<file path="config.mk">
export PLATFORM = sky130hd
export DESIGN_NAME = sync_fifo_v2
export DESIGN_NICKNAME = d
export VERILOG_FILES = /design/src/rtl/sync_fifo_pkg.sv /design/src/rtl/fifo_mem_2p.sv /design/src/rtl/sync_fifo_v2.sv
export SDC_FILE = /design/constraint.sdc
export NUM_CORES = 1
export LEC_CHECK = 0
export BUFFER_PORTS_ARGS = -buffer_cell sky130_fd_sc_hd__buf_2
export CORE_MARGIN = 2
export CORE_UTILIZATION = 49
export DETAILED_ROUTE_END_ITERATION = 8
export GPL_ROUTABILITY_DRIVEN = 0
export GPL_TIMING_DRIVEN = 0
export PLACE_DENSITY = 0.65
export SLEW_MARGIN = 20
export SYNTH_ARGS = -nofsm -noshare
export SYNTH_HDL_FRONTEND = slang
export SYNTH_SLANG_ARGS = --single-unit
</file>
<file path="constraint.sdc">
create_clock -name clk -period 3.65 [get_ports clk]
set_input_delay 0.5475 -clock clk [delete_from_list [all_inputs] [get_ports clk]]
set_output_delay 0.5475 -clock clk [all_outputs]
set_load 0.01 [all_outputs]
</file>
<file path="src/rtl/sync_fifo_pkg.sv">
// Shared types and width helpers for the sync_fifo_v2 FIFO family.
package sync_fifo_pkg;

    // Pointer width: index bits plus one wrap bit.
    function automatic int ptr_w(input int depth);
        return $clog2(depth) + 1;
    endfunction

    // The count has to hold 0..DEPTH inclusive, so it needs the same width as a pointer.
    function automatic int cnt_w(input int depth);
        return $clog2(depth) + 1;
    endfunction

    typedef struct packed {
        logic full;
        logic almost_full;
        logic empty;
        logic almost_empty;
        logic overflow;
        logic underflow;
    } fifo_status_t;

endpackage

</file>
<file path="src/rtl/fifo_mem_2p.sv">
// Two-port register-array storage for sync_fifo_v2.
// SYNC_FIFO_FWFT_EN selects a combinational read port; otherwise the read port is registered.
module fifo_mem_2p #(
    parameter int DEPTH  = 8,
    parameter int DWIDTH = 16,
    parameter int AW     = $clog2(DEPTH)
) (
    input  logic              clk,
    input  logic              rst,
    input  logic              we,
    input  logic [AW-1:0]     waddr,
    input  logic [DWIDTH-1:0] wdata,
    input  logic              re,
    input  logic [AW-1:0]     raddr,
    output logic [DWIDTH-1:0] rdata
);

    logic [DWIDTH-1:0] mem [DEPTH];

    // Storage is deliberately left unreset so it can map onto distributed RAM.
    always_ff @(posedge clk) begin
        if (we)
            mem[waddr] <= wdata;
    end

`ifdef SYNC_FIFO_FWFT_EN
    assign rdata = mem[raddr];

    wire unused_rd_ctl = ^{rst, re};
`else
    // In this mode the output register is the FIFO's dout, so it holds its value between reads.
    always_ff @(posedge clk or posedge rst) begin
        if (rst)
            rdata <= '0;
        else if (re)
            rdata <= mem[raddr];
    end
`endif

endmodule

</file>
<file path="src/rtl/sync_fifo_v2.sv">
// Single-clock FIFO with count, almost flags, sticky error flags, flush and read-valid strobe.
// Define SYNC_FIFO_FWFT_EN for first-word-fall-through reads.
module sync_fifo_v2
    import sync_fifo_pkg::*;
#(
    parameter int DEPTH    = 8,
    parameter int DWIDTH   = 16,
    parameter int AF_LEVEL = DEPTH - 2,
    parameter int AE_LEVEL = 2
) (
    input  logic                     clk,
    input  logic                     rstn,
    input  logic                     clr,
    input  logic                     wr_en,
    input  logic [DWIDTH-1:0]        din,
    input  logic                     rd_en,
    output logic [DWIDTH-1:0]        dout,
    output logic                     dout_vld,
    output logic                     full,
    output logic                     almost_full,
    output logic                     empty,
    output logic                     almost_empty,
    output logic [$clog2(DEPTH):0]   count,
    output logic                     overflow,
    output logic                     underflow
);

    localparam int AW = $clog2(DEPTH);
    localparam int PW = ptr_w(DEPTH);
    localparam int CW = cnt_w(DEPTH);

    localparam logic [CW-1:0] DEPTH_C = CW'(DEPTH);
    localparam logic [CW-1:0] AF_C    = CW'(AF_LEVEL);
    localparam logic [CW-1:0] AE_C    = CW'(AE_LEVEL);

    logic [PW-1:0] wptr;
    logic [PW-1:0] rptr;
    logic          wr_accept;
    logic          rd_accept;
    fifo_status_t  status;

    assign status.full         = (count == DEPTH_C);
    assign status.almost_full  = (count >= AF_C);
    assign status.empty        = (count == '0);
    assign status.almost_empty = (count <= AE_C);
    assign status.overflow     = overflow;
    assign status.underflow    = underflow;

    assign full         = status.full;
    assign almost_full  = status.almost_full;
    assign empty        = status.empty;
    assign almost_empty = status.almost_empty;

    // A read frees a slot in the same cycle, so a full FIFO can still take a write alongside it.
    assign rd_accept = rd_en & ~status.empty;
    assign wr_accept = wr_en & (~status.full | rd_accept);

    always_ff @(posedge clk or posedge rstn) begin
        if (rstn) begin
            wptr      <= '0;
            rptr      <= '0;
            count     <= '0;
            overflow  <= 1'b0;
            underflow <= 1'b0;
        end else if (clr) begin
            wptr      <= '0;
            rptr      <= '0;
            count     <= '0;
            overflow  <= 1'b0;
            underflow <= 1'b0;
        end else begin
            if (wr_accept)
                wptr <= wptr + PW'(1);
            if (rd_accept)
                rptr <= rptr + PW'(1);
            count <= count + CW'(wr_accept) - CW'(rd_accept);
            if (wr_en && !wr_accept)
                overflow <= 1'b1;
            if (rd_en && !rd_accept)
                underflow <= 1'b1;
        end
    end

    fifo_mem_2p #(
        .DEPTH  (DEPTH),
        .DWIDTH (DWIDTH),
        .AW     (AW)
    ) u_mem (
        .clk   (clk),
        .rst   (rstn),
        .we    (wr_accept & ~clr),
        .waddr (wptr[AW-1:0]),
        .wdata (din),
        .re    (rd_accept & ~clr),
        .raddr (rptr[AW-1:0]),
        .rdata (dout)
    );

`ifdef SYNC_FIFO_FWFT_EN
    assign dout_vld = ~status.empty;
`else
    always_ff @(posedge clk or posedge rstn) begin
        if (rstn)
            dout_vld <= 1'b0;
        else
            dout_vld <= rd_accept & ~clr;
    end
`endif

    // Flags come from count, so the wrap bits only matter for modulo-2*DEPTH pointer arithmetic.
    wire unused_wrap = wptr[AW] ^ rptr[AW];

endmodule

</file>
== Yosys cells after proc, flatten, opt, wreduce, memory -nomap -nowiden ==
Memory sizes are Yosys's and may differ from the RTL's. A register that Yosys moved wholly into a read port is not among the register bits.
Index checks and enable logic that the tools add are counted.

* Register bits after elaboration: 15
* Latch bits: 0
* Memory bits (writable): 128
* ROM bits: 0
* Input bits: 21
* Output and inout port bits: 27
* Word-level logic and storage cells: 42
* Memories kept: 1

* $add $sub $neg: 4
* Multipliers: 0
* Divide/modulo/power cells: 0
* $lt $le $gt $ge: 2
* Eq/ne operators: 1
* Shifts and indexed selects: 0
* Multiplexer cells: 11
* Bitwise logic cells: 8
* Reductions and logical operators: 9

{| class="wikitable"
|+ Memory list
! memory !! depth !! width !! read ports !! clocked after Yosys merged registers in !! wr ports !! line !! source
|-
| u_mem.mem || 8 || 16 || 1 || 1 || 1 || fifo_mem_2p.sv:18 || <nowiki>logic [DWIDTH-1:0] mem [DEPTH];</nowiki>
|}

{| class="wikitable"
|+ Operators by type and width
! cell !! number
|-
| two-way mux 4 bit || 5
|-
| adder 4 x 1 -> 4 bit, second input constant || 2
|-
| nonzero test 2 bit || 4
|-
| two-way mux 1 bit || 6
|-
| adder 4 x 1 -> 4 bit || 1
|-
| AND 1 bit || 4
|-
| == test 4 bit, second input constant || 1
|-
| greater-or-equal comparator 4 x 3 -> 1 bit, second input constant || 1
|-
| less-or-equal comparator 4 x 2 -> 1 bit, second input constant || 1
|-
| logical NOT 4 bit || 1
|-
| subtractor 4 x 1 -> 4 bit || 1
|-
| inverter 1 bit || 3
|-
| logical AND 1 bit || 2
|-
| logical NOT 1 bit || 2
|-
| OR 1 bit || 1
|}

== Longest topological paths before layout ==
Gate-level depths: netlist of the first run.

* Word-level depth: 9
* Depth in mapped cells: 11
* Gate-level depth less buffers: 11

== Modules after synthesis ==
From an unflattened synthesis of the first run, not the netlist that was laid out.

* Cell total of the unflattened synthesis: 418
* Area total of the unflattened synthesis: 6541.3 um2

{| class="wikitable"
|+ Modules (own cells, without submodules)
! module !! instances !! cells each !! area each (um2) !! seq. area each (um2)
|-
| fifo_mem_2p || 1 || 326 || 5662.9 || 4244.1
|-
| sync_fifo_v2 || 1 || 92 || 878.3 || 325.3
|}

== Worst setup path after synthesis of the first run ==
OpenSTA, ideal clock, no wires.

* Kind: reg2reg
* Start point: register count[2]
* End point: memory u_mem.mem[0][0] (enable)
* Library setup time: 0.430 ns
* Arrival time: 2.602 ns
* Required time: 3.220 ns
* Slack: 0.617 ns
* Cell stages (with the launch flop): 6
* Buffers on the path: 0
* Period minus slack after synthesis: 3.033 ns
* Path through: dfrtp_1 > inv_1 > ha_1 > nor2b_1 > o21ai_2 > nor4_1

* Longest elaborated chain between the ends: 8
* Elaborated cells on any way between the ends: 10
* Classes of those cells: 1 x eq/ne; 2 x mux; 6 x bitwise; 1 x reduce/logical

{| class="wikitable"
|+ Ends and longest elaborated chain
! item !! line !! source
|-
| start: declaration || sync_fifo_v2.sv:23 || <nowiki>output logic [$clog2(DEPTH):0] count,</nowiki>
|-
| start signal: assignment || sync_fifo_v2.sv:76 || <nowiki>count <= count + CW'(wr_accept) - CW'(rd_accept);</nowiki>
|-
| logical NOT 4 bit || sync_fifo_v2.sv:44 || <nowiki>assign status.empty = (count == '0);</nowiki>
|-
| inverter 1 bit || sync_fifo_v2.sv:55 || <nowiki>assign rd_accept = rd_en & ~status.empty;</nowiki>
|-
| AND 1 bit || sync_fifo_v2.sv:55 ||
|-
| OR 1 bit * || sync_fifo_v2.sv:56 || <nowiki>assign wr_accept = wr_en & (~status.full | rd_accept);</nowiki>
|-
| AND 1 bit * || sync_fifo_v2.sv:56 ||
|-
| AND 1 bit * || sync_fifo_v2.sv:91 || <nowiki>.we (wr_accept & ~clr),</nowiki>
|-
| two-way mux 1 bit * || fifo_mem_2p.sv:22 || <nowiki>if (we)</nowiki>
|-
| two-way mux 1 bit (implied by the code) * || fifo_mem_2p.sv:23 || <nowiki>mem[waddr] <= wdata;</nowiki>
|-
| end: declaration || fifo_mem_2p.sv:18 ||
|}

Every way passes the cells marked *; elsewhere a longest branch is shown, timed or not.

== Worst setup path in the final report of the first run ==
* Start point: register count[3]
* End point: register count[2]

* Longest elaborated chain between the ends: 8
* Elaborated cells on any way between the ends: 10
* Classes of those cells: 2 x add/sub; 1 x eq/ne; 1 x mux; 5 x bitwise; 1 x reduce/logical

{| class="wikitable"
|+ Ends and longest elaborated chain
! item !! line !! source
|-
| logical NOT 4 bit || sync_fifo_v2.sv:44 ||
|-
| inverter 1 bit || sync_fifo_v2.sv:55 ||
|-
| AND 1 bit || sync_fifo_v2.sv:55 ||
|-
| OR 1 bit || sync_fifo_v2.sv:56 ||
|-
| AND 1 bit || sync_fifo_v2.sv:56 ||
|-
| adder 4 x 1 -> 4 bit || sync_fifo_v2.sv:76 ||
|-
| subtractor 4 x 1 -> 4 bit * || sync_fifo_v2.sv:76 ||
|-
| two-way mux 4 bit * || sync_fifo_v2.sv:65 || <nowiki>end else if (clr) begin</nowiki>
|}

Marked as above.
A chain may end at the register's enable or synchronous reset.

==> summary.log, run 1 <==
qor: logic_synthesis.post-synth-top-area-fraction 61.0%
qor: pwr.power_leakage 2.79 nW
qor: setup_path.worstSetupStartpoint count[3]
qor: sta.worst_max_slew_pin_slew 757 ps
qor: logic_synthesis.synth_cells 396
qor: sta.worst_clock_skew 7.24 ps
qor: sta.report.final.slew_viol_count 0
qor: sta.period_minus_slack 2580 ps
qor: cells_and_area.area_of_the_multi_input_gates 1560 µm²
qor: logic_synthesis.synth.area.top_cells edfxtp_1 61%, dfrtp_1 12%, mux2i_1 10%, a22oi_1 3.8%, ha_1 1.8%
qor: logic_synthesis.synthDominantAreaCellType edfxtp_1
qor: drt.vias 3637
qor: cells_and_area.highest_count_cells_in_the_layout_ignoring_fill_and_taps 128 x edfxtp_1, 65 x mux2i_1, 55 x buf_2, 32 x a22oi_1, 29 x dfrtp_1
qor: sta.setup-violations-final 0
qor: drt.wl_per_cell 20.0 µm
qor: sta.headroom_to_the_max_slew_limit 49.1%
qor: min_path.worstHoldPathType in2async
qor: clock_tree.postCtsSetupRepairBufs 0
qor: logic_synthesis.mean_instance_size_in_the_synthesized_netlist 15.9 µm²
qor: cells_and_area.seq_area 4570 µm²
qor: setup_path.regToRegStartpoint count[3]
qor: logic_synthesis.post_synth_num_cell_types 35
qor: logic_synthesis.synth-seq-area-share 72.6%
qor: setup_path.reg2reg_setup_slack 1070 ps
qor: clock_tree.post_cts_hold_buffer_count 0
qor: grt.grt_start_max_net_pins 30
qor: grt.overflow 0
qor: placed_design.place_inst 631
qor: drt.wl_met3 734 µm
qor: clock_tree.cts_resized 0
qor: clock_tree.cts-root-buf clkbuf_16
qor: drt.drt_met1_wl 5.83 mm
qor: drt.drt_drc_violations_left 0
qor: logic_synthesis.yosys_register_bits 157
qor: drt.drt_wl_total 13.3 mm
qor: clock_tree.ctsHtreeMaxLevel 4
qor: setup_path.cp_data_required_time 3950 ps
qor: drt.via_density_per_instance 5.49
qor: clock_tree.clk_latency 430 ps
qor: run_status.outcome finished, final reports clean
qor: cells_and_area.layout.cells.most_common edfxtp_1
qor: pwr.vdd_ir_drop_max 0.376 mV
qor: drt.antenna_left 0
qor: logic_synthesis.yosysWarningCount 0
qor: logic_synthesis.synth-async-reset-ratio 18.5%
qor: cells_and_area.design.final.nets 509
qor: clock_tree.cts_tree done
qor: setup_path.critical_path.max_fanout 5
qor: drt.wl_met2 6.40 mm
qor: drt.dr.max_layer_used met4
qor: pwr.totalPowerFinal 5.48 mW
qor: grt.antenna_found_initial 0
qor: setup_path.reg2regPathDepth 10
qor: floorplan.floorplan.die_area 13800 µm²
qor: drt.detailedRoute.firstIterationViolations 220
qor: floorplan.core_area 12600 µm²
qor: setup_path.worst-setup-path-type reg2reg
qor: clock_tree.tritoncts.num_buffers 17
qor: sta.fin_crit_sh 70.8%
qor: grt.grt_pass1_vias 3594
qor: clock_tree.clk_path_buf_depth 2
qor: logic_synthesis.syn_nets 427
qor: setup_path.capturing_point_of_the_worst_reg2reg_path count[2]
qor: setup_path.critPathCapture count[2]
qor: cells_and_area.final_cells 663
qor: placed_design.post-dp-hpwl 8.71 mm
qor: clock_tree.clk_transition_reported_paths 60 ps
qor: grt.grt.total_usage 20.3%
qor: sta.max_freq 387 MHz
qor: cells_and_area.insertedDiodeCount 0
qor: setup_path.timing.critical_path.arrival 2880 ps
qor: floorplan.num_ports 48
qor: cells_and_area.layout-drive-gt1-share 24.4%
qor: setup_path.startpoint_type flip-flop
qor: sta.hold_viol_final 0
qor: logic_synthesis.synth_ff_type edfxtp_1
qor: clock_tree.cts.sink_count 157
qor: floorplan.dieWidth 117 µm
qor: sta.rsz0062_at_grt false
qor: logic_synthesis.number_of_flops_mapped_to_enable_cells_by_yosys 128
qor: job.max-cap-violations 0
qor: logic_synthesis.syn-cell-area 6300 µm²
qor: floorplan.standard_cell_row_count 41
qor: cells_and_area.n_fill_cell 970
qor: pwr.power_density 724 nW/µm²
qor: floorplan.die_h 117 µm
qor: drt.dr.pass1.iters 4
qor: placed_design.numPortBuffers 47
qor: grt.first_pass_grt_wire_length 20.5 mm
qor: floorplan.start_util 50.1%
qor: cells_and_area.area_growth_syn_to_layout 20.0%
qor: setup_path.crit_path_end_kind flip-flop
[stage by stage]
stage          TNS (ps)  worst slack, ps  area [µm²]  utilization (%)  hold WS (ps)
2_1_floorplan         0              617        6300                -           526
3_3_place_gp     -49650            -1080        6750             53.7           476
3_5_place_dp          0             1080        6920             55.0           482
4_1_cts               0             1060        7560             60.1           250
5_1_grt               0              887        7560             60.1           294
6_report              0             1070        7560             60.1           222
[worst min path at each step]
stage                     startpoint             end  slack, ps  depth (start not counted)
after global routing            rstn  u_mem.rdata[9]        290                          2
after detailed placement    overflow        overflow        480                          2
after CTS                       rstn  u_mem.rdata[5]        250                          2
after global placement      overflow        overflow        480                          2
final                           rstn  u_mem.rdata[9]        220                          2
after floorplan            underflow       underflow        530                          2
[metal layers]
metal | vias to the layer above | track usage, %
li1 | 1658 | -
met1 | 1828 | 26.7
met2 | 125 | 32.4
met3 | 26 | 4.82
met4 | 0 | 9.04
met5 | - | 0
[cell families after synthesis]
kind of cell,after synthesis,share of synthesized area [%]
simple gates,60,4.95
mux,65,10.3
fa+ha+maj,10,2.11
compound gates,58,6.10
xor+xnor,5,0.696
buf+inv,41,3.26
flops,157,72.6
[cell usage after synthesis (2+ instances only)]
master,number
a21oi_1,4
a22oi_1,32
buf_2,5
buf_4,6
buf_6,3
clkbuf_1,5
dfrtp_1,29
edfxtp_1,128
ha_1,9
inv_1,21
mux2i_1,65
nand2_1,11
nand3_1,18
nor2_1,12
nor2b_1,5
nor3_1,4
nor4_1,2
o21ai_0,5
o21ai_1,12
or2_2,2
xnor2_1,3
xor2_1,2
[power breakdown]
group	internal, mW	leakage (nW)	switching, mW	total [mW]
Combinational	0.590	0.964	0.780	1.37
Sequential	2.12	1.53	0.0951	2.21
Clock	1.22	0.301	0.671	1.90
[critical path, stage by stage, from the launching register on]
cell     delay [ps]
dfrtp_1         410
inv_1           130
ha_1            200
or3b_4          420
nand2_1         180
or2_2           180
o21ai_0         100
ha_1            220
fa_1            390
xnor2_1         170
nor2_1           50
[final cells by class]
cell class | instances | area share [%]
Clock buffer | 20 | 5.91
Multi-Input combinational cell | 198 | 20.6
Timing Repair Buffer | 63 | 4.85
Inverter | 22 | 1.09
Sequential cell | 157 | 60.5
Clock inverter | 12 | 2.57
Tap cell | 172 | 2.85
Buffer | 19 | 1.62
[state kept, by name, summed over array words and instances, names as in the netlist]
| register | count |
|---|---|
| dout_vld | 1 |
| underflow | 1 |
| u_mem.mem | 128 |
| u_mem.rdata | 16 |
| rptr | 3 |
| count | 4 |
| overflow | 1 |
| wptr | 3 |
Note: power is estimated with default switching activity, not from simulation.
==> inputs of run 2 (changes only) <==
--- a/config.mk
+++ b/config.mk
@@ -5,6 +5,7 @@
 export SDC_FILE = /design/constraint.sdc
 export NUM_CORES = 1
 export LEC_CHECK = 0
+export ABC_AREA = 1
 export BUFFER_PORTS_ARGS = -buffer_cell sky130_fd_sc_hd__buf_2
 export CORE_MARGIN = 2
 export CORE_UTILIZATION = 49
==> constraint.sdc (replaced) <==
create_clock -name clk -period 2.6 [get_ports clk]
set_input_delay 0.39 -clock clk [delete_from_list [all_inputs] [get_ports clk]]
set_output_delay 0.39 -clock clk [all_outputs]
set_load 0.01 [all_outputs]
==> summary.log, run 2 <==
qor: logic_synthesis.post_synth_num_cell_types 26 [-26%]
qor: clock_tree.tritoncts.num_buffers 17 [unchanged]
qor: sta.headroom_to_the_max_slew_limit 50.1% [+1.0 points]
qor: sta.hold_viol_final 0 [unchanged]
qor: floorplan.floorplan.die_area 14800 µm² [+7.6%]
qor: setup_path.worst_path_largest_cell_delay 490 ps [+70 ps]
qor: cells_and_area.reg.largest.list u_mem.mem: 128 flops, u_mem.rdata: 16 flops, count: 4 flops
qor: run_status.outcome finished, final reports clean
qor: sta.tns 0 ps [unchanged]
qor: setup_path.startpoint_type flip-flop
qor: drt.wl_per_cell 17.6 µm [-12%]
qor: drt.via_density_per_instance 5.13 [-6.5%]
qor: setup_path.critical_path.max_fanout 12 [+7]
qor: grt.first_pass_grt_wire_length 24.8 mm [+21%]
qor: setup_path.critPathSlowestCell nor2_2
qor: cells_and_area.area_growth_syn_to_layout 17.8%
qor: cells_and_area.max_reg_flops 128 [unchanged]
qor: floorplan.dieWidth 122 µm [+3.7%]
qor: logic_synthesis.synthDominantAreaCellType edfxtp_1
qor: min_path.worstHoldPathType in2async
qor: sta.worst_max_slew_pin_slew 748 ps [-9.11 ps]
qor: drt.dr.pass1.iters 5 [+1]
qor: logic_synthesis.synth.top_cells.by_count 212 x nand2_1, 128 x edfxtp_1, 112 x inv_1
qor: sta.rsz0062_at_grt false
qor: cells_and_area.insertedDiodeCount 0 [unchanged]
qor: pwr.power_density 969 nW/µm² [+34%]
qor: drt.antenna_left 0 [unchanged]
qor: pwr.switching_share 32.4% [+4.1 points]
qor: clock_tree.cts.sink_count 157 [unchanged]
qor: logic_synthesis.mean_instance_size_in_the_synthesized_netlist 10.3 µm² [-35%]
qor: grt.use_met3 5.52% [+0.71 points]
qor: grt.grt_most_used_layer met2
qor: pwr.comb_power_share 26.9% [+1.9 points]
qor: cells_and_area.final_cells 928 [+40%]
qor: logic_synthesis.yosys_register_bits 157 [unchanged]
qor: setup_path.crit_path_end_kind flip-flop
qor: cells_and_area.layout-drive-gt1-share 15.6% [-8.8 points]
qor: logic_synthesis.syn_nets 693 [+62%]
qor: logic_synthesis.yosysWarningCount 0 [unchanged]
qor: setup_path.timing.critical_path.arrival 2560 ps [-320 ps]
qor: pwr.proportion_of_power_drawn_by_flip_flops_and_latches 40.0% [-0.4 points]
qor: clock_tree.ctsHtreeMaxLevel 4 [unchanged]
qor: grt.globalRouteMet2Util 38.1% [+5.7 points]
qor: sta.period_minus_slack 2430 ps [-157 ps]
qor: logic_synthesis.number_of_flops_mapped_to_enable_cells_by_yosys 128 [unchanged]
qor: placed_design.numPortBuffers 46 [-2.1%]
qor: grt.grt.total_usage 23.3% [+3.0 points]
qor: logic_synthesis.synth_ff_type edfxtp_1
qor: cells_and_area.top_register_by_number_of_flip_flops u_mem.mem
qor: clock_tree.clk_path_buf_depth 2 [unchanged]
qor: grt.overflow 0 [unchanged]
qor: logic_synthesis.syn-cell-area 6790 µm² [+7.8%]
qor: clock_tree.cts_tree done
qor: grt.use_met1 29.3% [+2.7 points]
qor: drt.drt_wl_total 16.3 mm [+23%]
qor: cells_and_area.layout.cells.most_common nand2_1
qor: drt.drt_drc_violations_left 0 [unchanged]
qor: clock_tree.postCtsSetupRepairBufs 0 [unchanged]
qor: sta.fin_crit_sh 93.3% [+23 points]
qor: cells_and_area.design.final.nets 766 [+50%]
qor: grt.grt_pass1_vias 4655 [+30%]
qor: floorplan.standard_cell_row_count 43 [+4.9%]
qor: pwr.clock_power_share 33.1% [-1.5 points]
qor: job.max-cap-violations 0 [unchanged]
qor: sta.report.final.slew_viol_count 0 [unchanged]
qor: clock_tree.clk_transition_reported_paths 60 ps [about the same]
qor: cells_and_area.finalCoreUtilization 58.3% [-1.8 points]
qor: grt.antenna_found_initial 1 [+1]
qor: floorplan.start_util 49.5% [-0.61 points]
qor: floorplan.core_area 13700 µm² [+9.2%]
qor: logic_synthesis.synth.area.top_cells edfxtp_1 57%, nand2_1 12%, dfrtp_1 11%, nand3_1 7.9%, inv_1 6.2%
qor: sta.max_freq 412 MHz [+6.5%]
qor: setup_path.worst-setup-path-type reg2reg
qor: floorplan.num_ports 48 [unchanged]
qor: sta.setup-violations-final 0 [unchanged]
qor: pwr.vdd_ir_drop_max 0.546 mV [+45%]
qor: logic_synthesis.synth-async-reset-ratio 18.5% [unchanged]
qor: setup_path.cells_along_the_critical_path inv_1 > ha_1 > nand3_2 > nand2_2 > nand2_1 > nand3_1 > nor2_2 > buf_8
qor: pwr.total_switching_power 2.51 mW [+62%]
qor: sta.worst_clock_skew 7.30 ps [+0.0559 ps]
qor: cells_and_area.highest_count_cells_in_the_layout_ignoring_fill_and_taps 212 x nand2_1, 128 x edfxtp_1, 111 x inv_1, 107 x nand3_1, 63 x buf_2
qor: setup_path.cp_data_required_time 2730 ps [-1220 ps]
qor: clock_tree.clk_latency 430 ps [about the same]
qor: pwr.power.internal 5.24 mW [+33%]
qor: placed_design.post-dp-hpwl 10.5 mm [+21%]
qor: cells_and_area.n_fill_cell 1139 [+17%]
qor: logic_synthesis.synth-seq-area-share 67.3% [-5.3 points]
qor: grt.grt_start_max_net_pins 30 [unchanged]
qor: floorplan.die_h 122 µm [+3.7%]
qor: drt.detailedRoute.firstIterationViolations 444 [+100%]
qor: pwr.power_leakage 3.60 nW [+29%]
qor: logic_synthesis.leading_cell_type_by_number_of_instances_after_synthesis nand2_1
qor: logic_synthesis.post-synth-top-area-fraction 56.6% [-4.4 points]
qor: placed_design.place_inst 896 [+42%]
qor: clock_tree.cts-root-buf clkbuf_16
qor: logic_synthesis.synth_cells 662 [+67%]
qor: drt.vias 4761 [+31%]
-- run 2: cell types whose count changed in the layout (fill, tap and decap cells not counted), sizes merged, moves of 4 or more --
cell | previous run | this run
a22oi | 32 | 0
nor3 | 4 | 0
nand3 | 18 | 108
inv | 22 | 112
nand2 | 11 | 213
mux2i | 65 | 0
nor2b | 5 | 0
o21ai | 18 | 3
-- run 2: repair_timing --
item	CTS	global route
resized for setup	0	4
setup endpoints to repair	0	14
hold buffers	0	0
-- run 2: cells by family after synthesis --
group                    Yosys count  synth area share [%]
AND/OR/NAND/NOR                  342                  21.3
flip-flops                       157                  67.3
buffers and inverters            143                  8.49
adder cells (fa/ha/maj)           10                  1.95
AO/OA/AOI/OAI                      7                 0.590
XOR/XNOR                           3                 0.387
-- run 2: power groups by stage --
stage                     clock, mW  combinational (mW)  sequential, mW
after floorplan                   0                1.23            3.20
after global placement            0                1.97            3.14
after detailed placement          0                2.05            3.14
after CTS                      2.58                2.06            3.10
after global routing           2.68                2.32            3.13
final                          2.56                2.09            3.10
-- run 2: per-stage QoR --
stage / setup WS, ps / power, mW / area, µm² / hold slack, ps
6_report: 174 / 7.75 / 8000 / 68.0
4_1_cts: 99.8 / 7.74 / 7980 / 91.0
5_1_grt: 15.8 / 8.13 / 8000 / 125
2_1_floorplan: 269 / 4.43 / 6790 / 453
3_5_place_dp: 118 / 5.19 / 7370 / 462
3_3_place_gp: -502 / 5.10 / 7250 / 462
-- run 2: path summary, 6_finish.rpt --
check,startpoint,endpoint,slack (ps),depth (start not counted)
max,count[2],u_mem.mem[7][2],170,8
min,rstn,u_mem.rdata[0],70,2
max reg2reg,count[2],u_mem.mem[7][2],170,8
min reg2reg,u_mem.rdata[6],u_mem.rdata[6],480,2
max in group asynchronous,rstn,u_mem.rdata[12],2080,2
min in group clk,din[15],u_mem.mem[6][15],230,1
-- run 2: worst max-delay path: cells and delay by family, from the launching register on --
kind / cells / cell delay, ps
fa+ha+maj: 1 / 230
buf+inv: 2 / 320
flops: 1 / 360
simple gates: 5 / 1200
-- run 2: layer usage --
metal  vias to the layer above  wire length (µm)
met3                        37              1180
li1                       2271                 -
met4                         2               443
met5                         -                 7
met2                       178              7920
met1                      2273              6790
-- run 2: final cells by class --
type	instances	area, µm²	share of cell area, %
clock inverter	13	173	2.16
multi-input combinational	362	1680	21.1
tap	180	225	2.82
buffer	29	149	1.86
sequential	157	4570	57.1
inverter	114	428	5.35
timing repair buffer	54	339	4.24
clock buffer	19	433	5.41
==> inputs of run 3 (changes only) <==
--- a/config.mk
+++ b/config.mk
@@ -9,6 +9,7 @@
 export BUFFER_PORTS_ARGS = -buffer_cell sky130_fd_sc_hd__buf_2
 export CORE_MARGIN = 2
 export CORE_UTILIZATION = 49
+export CTS_CLUSTER_SIZE = 30
 export DETAILED_ROUTE_END_ITERATION = 8
 export GPL_ROUTABILITY_DRIVEN = 0
 export GPL_TIMING_DRIVEN = 0
==> constraint.sdc (replaced) <==
create_clock -name clk -period 3 [get_ports clk]
set_input_delay 0.45 -clock clk [delete_from_list [all_inputs] [get_ports clk]]
set_output_delay 0.45 -clock clk [all_outputs]
set_load 0.01 [all_outputs]
==> summary.log, run 3 (synthesis gave the netlist of run 2 again) <==
qor: grt.grt.total_usage 23.3% [unchanged]
qor: setup_path.startpoint_type flip-flop
qor: clock_tree.post_cts_hold_buffer_count 0 [unchanged]
qor: grt.first_pass_grt_wire_length 24.8 mm [unchanged]
qor: pwr.vdd_ir_drop_max 0.472 mV [-14%]
qor: pwr.total_switching_power 2.15 mW [-14%]
qor: cells_and_area.area_growth_syn_to_layout 17.6%
qor: grt.grt_pass1_vias 4655 [unchanged]
qor: floorplan.num_ports 48 [unchanged]
qor: pwr.switching_share 32.2% [-0.21 points]
qor: sta.fin_crit_sh 82.3% [-11 points]
qor: clock_tree.cts_resized 0 [unchanged]
qor: job.max-cap-violations 0 [unchanged]
qor: pwr.totalPowerFinal 6.69 mW [-14%]
qor: sta.headroom_to_the_max_slew_limit 51.7% [+1.5 points]
qor: min_path.worstHoldPathType in2async
qor: sta.timing.final.ws_setup 531 ps [+357 ps]
qor: setup_path.cp_data_required_time 3130 ps [+400 ps]
qor: clock_tree.cts_tree done
qor: sta.max_freq 405 MHz [-1.8%]
qor: pwr.power_density 838 nW/µm² [-13%]
qor: sta.setup-violations-final 0 [unchanged]
qor: drt.antenna_left 0 [unchanged]
qor: cells_and_area.highest_count_cells_in_the_layout_ignoring_fill_and_taps 212 x nand2_1, 128 x edfxtp_1, 111 x inv_1, 107 x nand3_1, 63 x buf_2
qor: sta.period_minus_slack 2470 ps [+43.3 ps]
qor: sta.rsz0062_at_grt false
qor: clock_tree.tritoncts.num_buffers 17 [unchanged]
qor: cells_and_area.top_register_by_number_of_flip_flops u_mem.mem
qor: clock_tree.ctsHtreeMaxLevel 4 [unchanged]
qor: setup_path.timing.critical_path.arrival 2600 ps [+40 ps]
qor: pwr.power_leakage 3.60 nW [-0.11%]
qor: run_status.outcome finished, final reports clean
qor: cells_and_area.reg.largest.list u_mem.mem: 128 flops, u_mem.rdata: 16 flops, count: 4 flops
qor: clock_tree.clk_transition_reported_paths 60 ps [about the same]
qor: setup_path.worst-setup-path-type reg2reg
qor: placed_design.place_inst 896 [unchanged]
qor: floorplan.floorplan.die_area 14800 µm² [unchanged]
qor: grt.antenna_found_initial 1 [unchanged]
qor: cells_and_area.final_cells 929 [+0.11%]
qor: clock_tree.clk_path_buf_depth 2 [unchanged]
qor: clock_tree.cts-root-buf clkbuf_16
qor: pwr.power.internal 4.54 mW [-13%]
qor: sta.fin_worst_hold_slack 130 ps [+62.4 ps]
qor: placed_design.numPortBuffers 46 [unchanged]
qor: drt.wl_per_cell 17.5 µm [-0.60%]
qor: placed_design.place_area 7370 µm² [unchanged]
qor: setup_path.critical_path.max_fanout 10 [-2]
qor: cells_and_area.layout-drive-gt1-share 15.5% [-0.13 points]
qor: clock_tree.clk_latency 430 ps [about the same]
qor: pwr.proportion_of_power_drawn_by_flip_flops_and_latches 40.1% [about the same]
qor: cells_and_area.design.final.nets 766 [unchanged]
qor: floorplan.dieWidth 122 µm [unchanged]
qor: grt.grt_start_max_net_pins 30 [unchanged]
qor: clock_tree.postCtsSetupRepairBufs 0 [unchanged]
qor: floorplan.die_h 122 µm [unchanged]
qor: floorplan.standard_cell_row_count 43 [unchanged]
qor: grt.overflow 0 [unchanged]
qor: clock_tree.cts.sink_count 157 [unchanged]
qor: cells_and_area.layout.cells.most_common nand2_1
qor: sta.worst_max_slew_pin_slew 725 ps [-23.1 ps]
qor: drt.drt_wl_total 16.3 mm [-0.49%]
qor: placed_design.post-dp-hpwl 10.5 mm [unchanged]
qor: sta.hold_viol_final 0 [unchanged]
qor: sta.report.final.slew_viol_count 0 [unchanged]
qor: drt.dr.pass1.iters 5 [unchanged]
qor: cells_and_area.max_reg_flops 128 [unchanged]
qor: floorplan.start_util 49.5% [unchanged]
qor: drt.drt_drc_violations_left 0 [unchanged]
qor: sta.worst_clock_skew 8.62 ps [+1.32 ps]
qor: setup_path.crit_path_end_kind flip-flop
qor: placed_design.preCtsSetupSlack 518 ps [+400 ps]
qor: floorplan.core_area 13700 µm² [unchanged]
qor: pwr.clock_power_share 33.1% [about the same]
qor: cells_and_area.stdcell_area 7980 µm² [-0.22%]
qor: sta.tns 0 ps [unchanged]
qor: drt.via_density_per_instance 5.15 [+0.29%]
qor: drt.detailedRoute.firstIterationViolations 410 [-7.7%]
qor: cells_and_area.finalCoreUtilization 58.2% [-0.13 points]
qor: pwr.comb_power_share 26.8% [about the same]
qor: setup_path.regToRegStartpoint count[2]
qor: drt.vias 4780 [+0.40%]
qor: setup_path.worstSetupStartpoint count[2]
run 3: power groups by stage:
| stage | Combinational (mW) | Clock [mW] | Sequential [mW] |
|---|---|---|---|
| floorplan | 1.06 | 0 | 2.78 |
| detailed placement | 1.78 | 0 | 2.72 |
| global placement | 1.71 | 0 | 2.72 |
| CTS | 1.79 | 2.23 | 2.68 |
| global route | 2.00 | 2.32 | 2.71 |
| finish | 1.80 | 2.21 | 2.68 |
run 3: layer usage:
| layer | share of wire (%) | track usage [%] |
|---|---|---|
| met3 | 7.6 | 5.52 |
| met5 | 0 | 0 |
| met4 | 3.1 | 11.4 |
| met1 | 41 | 29.3 |
| met2 | 48 | 38.1 |
run 3: worst paths after layout:
path | endpoint | slack [ps] | cells after the start
max reg2reg | u_mem.mem[0][15] | 530 | 8
max | u_mem.mem[0][15] | 530 | 8
min reg2reg | u_mem.rdata[6] | 470 | 2
max in group asynchronous | u_mem.rdata[12] | 2420 | 2
min in group clk | u_mem.mem[2][6] | 290 | 1
min | overflow | 130 | 2
run 3: worst max-delay path, stage by stage (launching register included):
cell	delay (ps)
dfrtp_1	360
inv_1	90
ha_1	230
nand3_2	100
nand2_2	100
nand2_1	180
nand3_1	260
nor2_2	590
buf_6	250
run 3: area by class of cell:
class,instances,area (µm²)
sequential,157,4570
fill,1146,5740
timing repair buffer,54,339
multi-input combinational,362,1660
inverter,114,428
clock inverter,13,173
clock buffer,19,433
buffer,29,149
tap,180,225
antenna,1,2.50
